$ cat src/rtl/fifo_uart_tx.sv
`default_nettype none
// ============================================================================
// Module      : fifo_uart_tx
// Description : UART transmitter that pops bytes from an upstream FIFO
//               (one-cycle registered read) and serialises them 8-bit LSB first.
// Revision    : 1.0 - initial release
// ============================================================================
module fifo_uart_tx #(
    parameter int CLK_HZ    = 27000000,
    parameter int BAUD      = 115200,
    parameter int PARITY    = 0,
    parameter int STOP_BITS = 1
) (
    input  logic        clk,
    input  logic        rst,
    input  logic        en,
    input  logic        fifo_empty,
    output logic        fifo_rd_en,
    input  logic [7:0]  fifo_rd_data,
    output logic        tx,
    output logic        busy,
    output logic [15:0] frames_sent
);

    localparam int c_CLKS_PER_BIT = CLK_HZ / BAUD;
    localparam int c_STOP_LEN     = STOP_BITS * c_CLKS_PER_BIT;
    localparam int c_CNT_W        = $clog2(c_STOP_LEN + 1);
    localparam logic [c_CNT_W-1:0] c_BIT_LAST  = c_CNT_W'(c_CLKS_PER_BIT - 1);
    localparam logic [c_CNT_W-1:0] c_STOP_LAST = c_CNT_W'(c_STOP_LEN - 1);

    generate
        if (c_CLKS_PER_BIT < 2 || (STOP_BITS != 1 && STOP_BITS != 2) ||
            PARITY < 0 || PARITY > 2) begin : g_bad_params
            $error("fifo_uart_tx: illegal parameter combination");
        end
    endgenerate

    typedef enum logic [2:0] {
        S_IDLE  = 3'd0,
        S_POP   = 3'd1,
        S_LOAD  = 3'd2,
        S_START = 3'd3,
        S_DATA  = 3'd4,
        S_PAR   = 3'd5,
        S_STOP  = 3'd6
    } state_t;

    state_t               r_state,  w_state_nxt;
    logic [c_CNT_W-1:0]   r_cnt,    w_cnt_nxt;
    logic [2:0]           r_idx,    w_idx_nxt;
    logic [7:0]           r_shift,  w_shift_nxt;
    logic                 r_par,    w_par_nxt;
    logic                 r_tx,     w_tx_nxt;
    logic                 r_rd_en,  w_rd_en_nxt;
    logic                 r_busy,   w_busy_nxt;
    logic [15:0]          r_frames_sent, w_frames_nxt;

    always_ff @(posedge clk) begin
        if (rst) begin
            r_state       <= S_IDLE;
            r_cnt         <= '0;
            r_idx         <= '0;
            r_shift       <= '0;
            r_par         <= 1'b0;
            r_tx          <= 1'b1;
            r_rd_en       <= 1'b0;
            r_busy        <= 1'b0;
            r_frames_sent <= '0;
        end else begin
            r_state       <= w_state_nxt;
            r_cnt         <= w_cnt_nxt;
            r_idx         <= w_idx_nxt;
            r_shift       <= w_shift_nxt;
            r_par         <= w_par_nxt;
            r_tx          <= w_tx_nxt;
            r_rd_en       <= w_rd_en_nxt;
            r_busy        <= w_busy_nxt;
            r_frames_sent <= w_frames_nxt;
        end
    end

    // Next-state logic computes the value every output register takes next,
    // so tx/busy/fifo_rd_en change exactly on the state transition edge.
    always_comb begin
        w_state_nxt  = r_state;
        w_cnt_nxt    = r_cnt;
        w_idx_nxt    = r_idx;
        w_shift_nxt  = r_shift;
        w_par_nxt    = r_par;
        w_tx_nxt     = r_tx;
        w_rd_en_nxt  = 1'b0;
        w_busy_nxt   = r_busy;
        w_frames_nxt = r_frames_sent;

        case (r_state)
            S_IDLE: begin
                w_tx_nxt   = 1'b1;
                w_busy_nxt = 1'b0;
                if (en && !fifo_empty) begin
                    w_rd_en_nxt = 1'b1;
                    w_busy_nxt  = 1'b1;
                    w_state_nxt = S_POP;
                end
            end
            S_POP: begin
                w_state_nxt = S_LOAD;
            end
            S_LOAD: begin
                w_shift_nxt = fifo_rd_data;
                w_par_nxt   = (^fifo_rd_data) ^ (PARITY == 2);
                w_tx_nxt    = 1'b0;
                w_cnt_nxt   = '0;
                w_state_nxt = S_START;
            end
            S_START: begin
                if (r_cnt == c_BIT_LAST) begin
                    w_cnt_nxt   = '0;
                    w_idx_nxt   = '0;
                    w_tx_nxt    = r_shift[0];
                    w_state_nxt = S_DATA;
                end else begin
                    w_cnt_nxt = r_cnt + 1'b1;
                end
            end
            S_DATA: begin
                if (r_cnt == c_BIT_LAST) begin
                    w_cnt_nxt = '0;
                    if (r_idx == 3'd7) begin
                        if (PARITY != 0) begin
                            w_tx_nxt    = r_par;
                            w_state_nxt = S_PAR;
                        end else begin
                            w_tx_nxt    = 1'b1;
                            w_state_nxt = S_STOP;
                        end
                    end else begin
                        w_idx_nxt   = r_idx + 3'd1;
                        w_shift_nxt = r_shift >> 1;
                        w_tx_nxt    = r_shift[1];
                    end
                end else begin
                    w_cnt_nxt = r_cnt + 1'b1;
                end
            end
            S_PAR: begin
                if (r_cnt == c_BIT_LAST) begin
                    w_cnt_nxt   = '0;
                    w_tx_nxt    = 1'b1;
                    w_state_nxt = S_STOP;
                end else begin
                    w_cnt_nxt = r_cnt + 1'b1;
                end
            end
            S_STOP: begin
                if (r_cnt == c_STOP_LAST) begin
                    w_cnt_nxt    = '0;
                    w_frames_nxt = r_frames_sent + 16'd1;
                    w_busy_nxt   = 1'b0;
                    w_tx_nxt     = 1'b1;
                    w_state_nxt  = S_IDLE;
                end else begin
                    w_cnt_nxt = r_cnt + 1'b1;
                end
            end
            default: begin
                w_tx_nxt    = 1'b1;
                w_busy_nxt  = 1'b0;
                w_state_nxt = S_IDLE;
            end
        endcase
    end

    assign tx          = r_tx;
    assign fifo_rd_en  = r_rd_en;
    assign busy        = r_busy;
    assign frames_sent = r_frames_sent;

endmodule
`default_nettype wire

$ cat config.mk
export PLATFORM = sky130hd
export DESIGN_NAME = fifo_uart_tx
export DESIGN_NICKNAME = d
export VERILOG_FILES = /design/src/rtl/fifo_uart_tx.sv
export SDC_FILE = /design/constraint.sdc
export NUM_CORES = 1
export LEC_CHECK = 0
export ABC_AREA = 1
export BUFFER_PORTS_ARGS = -buffer_cell sky130_fd_sc_hd__buf_2
export CORE_ASPECT_RATIO = 1.4
export CORE_MARGIN = 2
export CORE_UTILIZATION = 60
export CTS_BUF_LIST = sky130_fd_sc_hd__clkbuf_4
export CTS_CLUSTER_SIZE = 8
export DETAILED_ROUTE_END_ITERATION = 10
export PLACE_DENSITY = 0.87
export SLEW_MARGIN = 20
export SYNTH_ARGS = -nofsm -noshare
export SYNTH_HDL_FRONTEND = slang
export SYNTH_SLANG_ARGS = --single-unit
export TNS_END_PERCENT = 10
$ cat constraint.sdc
create_clock -name clk -period 2.8 [get_ports clk]
set_clock_uncertainty 0.2 [all_clocks]
set_input_delay 0.14 -clock clk [delete_from_list [all_inputs] [get_ports clk]]
set_output_delay 0.14 -clock clk [all_outputs]
set_load 0.1 [all_outputs]
==> impl_results.md <==
* Worst slew pin tran at 0.516 ns
* Area contributors post-synth: dfxtp_1 (37%), nand2_1 (15%), a21oi_1 (7.2%)
* Synthesized area at 2220 um2
* DR WL/cell at 12.0 um
* Site Rows at 26
* Worst EP required at 2.83 ns
* Hold WC Path Type: in2reg
* Warnings, synthesis at 0
* Final Max Tran Viols at 0
* Final ANT Viol Nets at 0
* # resized after CTS at 0
* CTS root buf: clkbuf_4
* Hold Vio Cnt, Final at 0
* Largest net degree at the start of global routing at 27
* Maximum clock insertion buffer count at 2
* DRT Pass-1 Iters at 6
* Clock transition at path regs at 0.12 ns
* CTS Sinks at 41
* DPL Wire Length at 3.48 mm
* CTS Buf Count at 5
* CP arrival at 1.94 ns
* Vias in the first global route at 2,153
* Clk_lat worst skew at 0.35 ns
* Antenna violations before repair at 0
* Setup TNS at 0 ns
* Crit path kind: reg2reg
* Syn Inst Count at 326
* H-tree Lvls at 2
* Setup crit start kind: register
* Ports at 31
* Vias at 2,167
* Sequential element share of the synthesized area at 0.370
* Global placement routability congestion at 0.882
* # port buffers at 30
* Min cycle time layout at 1.91 ns
* Layout cells sized above 1 at 0.156
* Post-DR vias/cell at 5.31
* Post-Syn Area per Cell at 6.81 um2
* Gr ovfl total at 0
* First-pass GRT wire length at 8.67 mm
* Synth unique cells at 28
* Top cell type's share of synthesized area at 0.370
* DRC at 0
* Die ar. at 4210 um2
* Area Growth Syn to Fin at 13.4%
* Peak fanout along the critical path at 5
* Initial Utilization at 0.615
* Post-synthesis register bit count at 41
* Global Route Usage Sum at 0.249
* Final hold slack at 0.0247 ns
* Static leakage at 1.06 nW
* Core ar. at 3610 um2
* Status: completed
* Die Wd at 55.4 um
* Most frequent cells in the layout: nand2_1 (86), dfxtp_1 (41), nor2_1 (37)
* Cell taking the most area after synthesis: dfxtp_1
* Slew headroom at 0.656
* Peak Freq at 0.522 GHz
* Commonest non-fill, non-tap cell in the layout: nand2_1
* Final period util at 0.684
* Die H at 76.0 um
* Number of diodes at 0
* DR iter-0 viols at 100
* CTS tree: built
* Synth Net Count at 343
* Crit end category: register
* Post-CTS setup buffer count at 0
* VDD IR-drop max at 0.420 mV
* Final wirelength at 4.90 mm
* Power density over the cells at 576 nW/um2
* RSZ-0062 raised after global routing: no
* # setup viols final at 0
* Fin nets at 382
* Maxcap violations at 0
==> kinds of logic (layout without fill, tap and decap cells) <==
logic type,count (synthesis),in the layout,share of synthesized area
buf+inv,46,86,0.0868
simple gates,172,172,0.358
xor+xnor,7,7,0.0276
flops,41,41,0.370
compound gates,55,55,0.130
fa+ha+maj,5,5,0.0282
==> where the power goes <==
| part | total, mW | leakage, nW | internal (mW) | switching [mW] |
|---|---|---|---|---|
| logic | 0.460 | 0.698 | 0.134 | 0.326 |
| registers | 0.712 | 0.332 | 0.654 | 0.0573 |
| clock network | 0.279 | 0.0300 | 0.0910 | 0.188 |
| total | 1.45 | 1.06 | 0.879 | 0.571 |
==> repair_timing <==
item	4_1_cts	5_1_grt
hold endpoints to repair	9	0
endpoints found under the setup margin	0	0
hold buffers	9	0
==> final cells by class <==
type | count | area [um2]
Inverter | 39 | 146
Clock buffer | 5 | 37.5
Timing Repair Buffer | 39 | 240
Fill cell | 317 | 1090
Tap cell | 42 | 52.6
Clock inverter | 3 | 12.5
Sequential cell | 41 | 821
Multi-Input combinational cell | 239 | 1210
==> Yosys cell counts, drive strengths merged <==
cell	n
nand2	90
nor2	44
dfxtp	41
inv	39
a21oi	32
nand3	28
o21ai	19
nor3	6
ha	5
clkbuf	4
nand4	4
xnor2	4
buf	3
xor2	3
o21bai	2
a22oi	1
o21a	1
==> registers in the layout, summed over array words and instances, names as in the netlist <==
name and cells:
r_shift 8, r_state 3, r_idx 3, fifo_rd_en 1
busy 1, tx 1, frames_sent 16, r_cnt 8
==> worst max-delay path, stage by stage, from the launching register on <==
cell and delay, ns:
dfxtp_1 0.41, ha_1 0.24, nand2_1 0.08, nor2_1 0.31, nand3_1 0.18, nor2_4 0.18, xnor2_1 0.14, nor2_1 0.05
==> layer usage <==
layer,share of wire,global-route usage,up-vias
li1,-,-,1121
met1,0.41,0.254,982
met2,0.53,0.481,51
met3,0.036,0.0509,13
met4,0.022,0.0951,0
met5,0,0,-
==> worst paths after layout <==
path,startpoint,endpoint,slack (ns),cells past startpoint
worst max-delay path,frames_sent[0],frames_sent[8],0.89,7
worst min-delay path,fifo_rd_data[2],r_shift[2],0.02,5
worst max register to register,frames_sent[0],frames_sent[8],0.89,7
worst min register to register,r_shift[5],r_shift[5],0.26,2
==> stage by stage <==
| step | total power, mW | std cells | util | cell area (um2) | setup slack, ns |
|---|---|---|---|---|---|
| after floorplan | 1.11 | 326 | - | 2220 | 0.323 |
| after global placement | 1.16 | 391 | 0.658 | 2380 | 1.02 |
| after detailed placement | 1.17 | 391 | 0.658 | 2380 | 0.952 |
| after CTS | 1.45 | 408 | 0.697 | 2520 | 0.918 |
| after global routing | 1.55 | 408 | 0.697 | 2520 | 0.720 |
| final | 1.45 | 408 | 0.697 | 2520 | 0.886 |
Power figures use the tool's default switching activity.
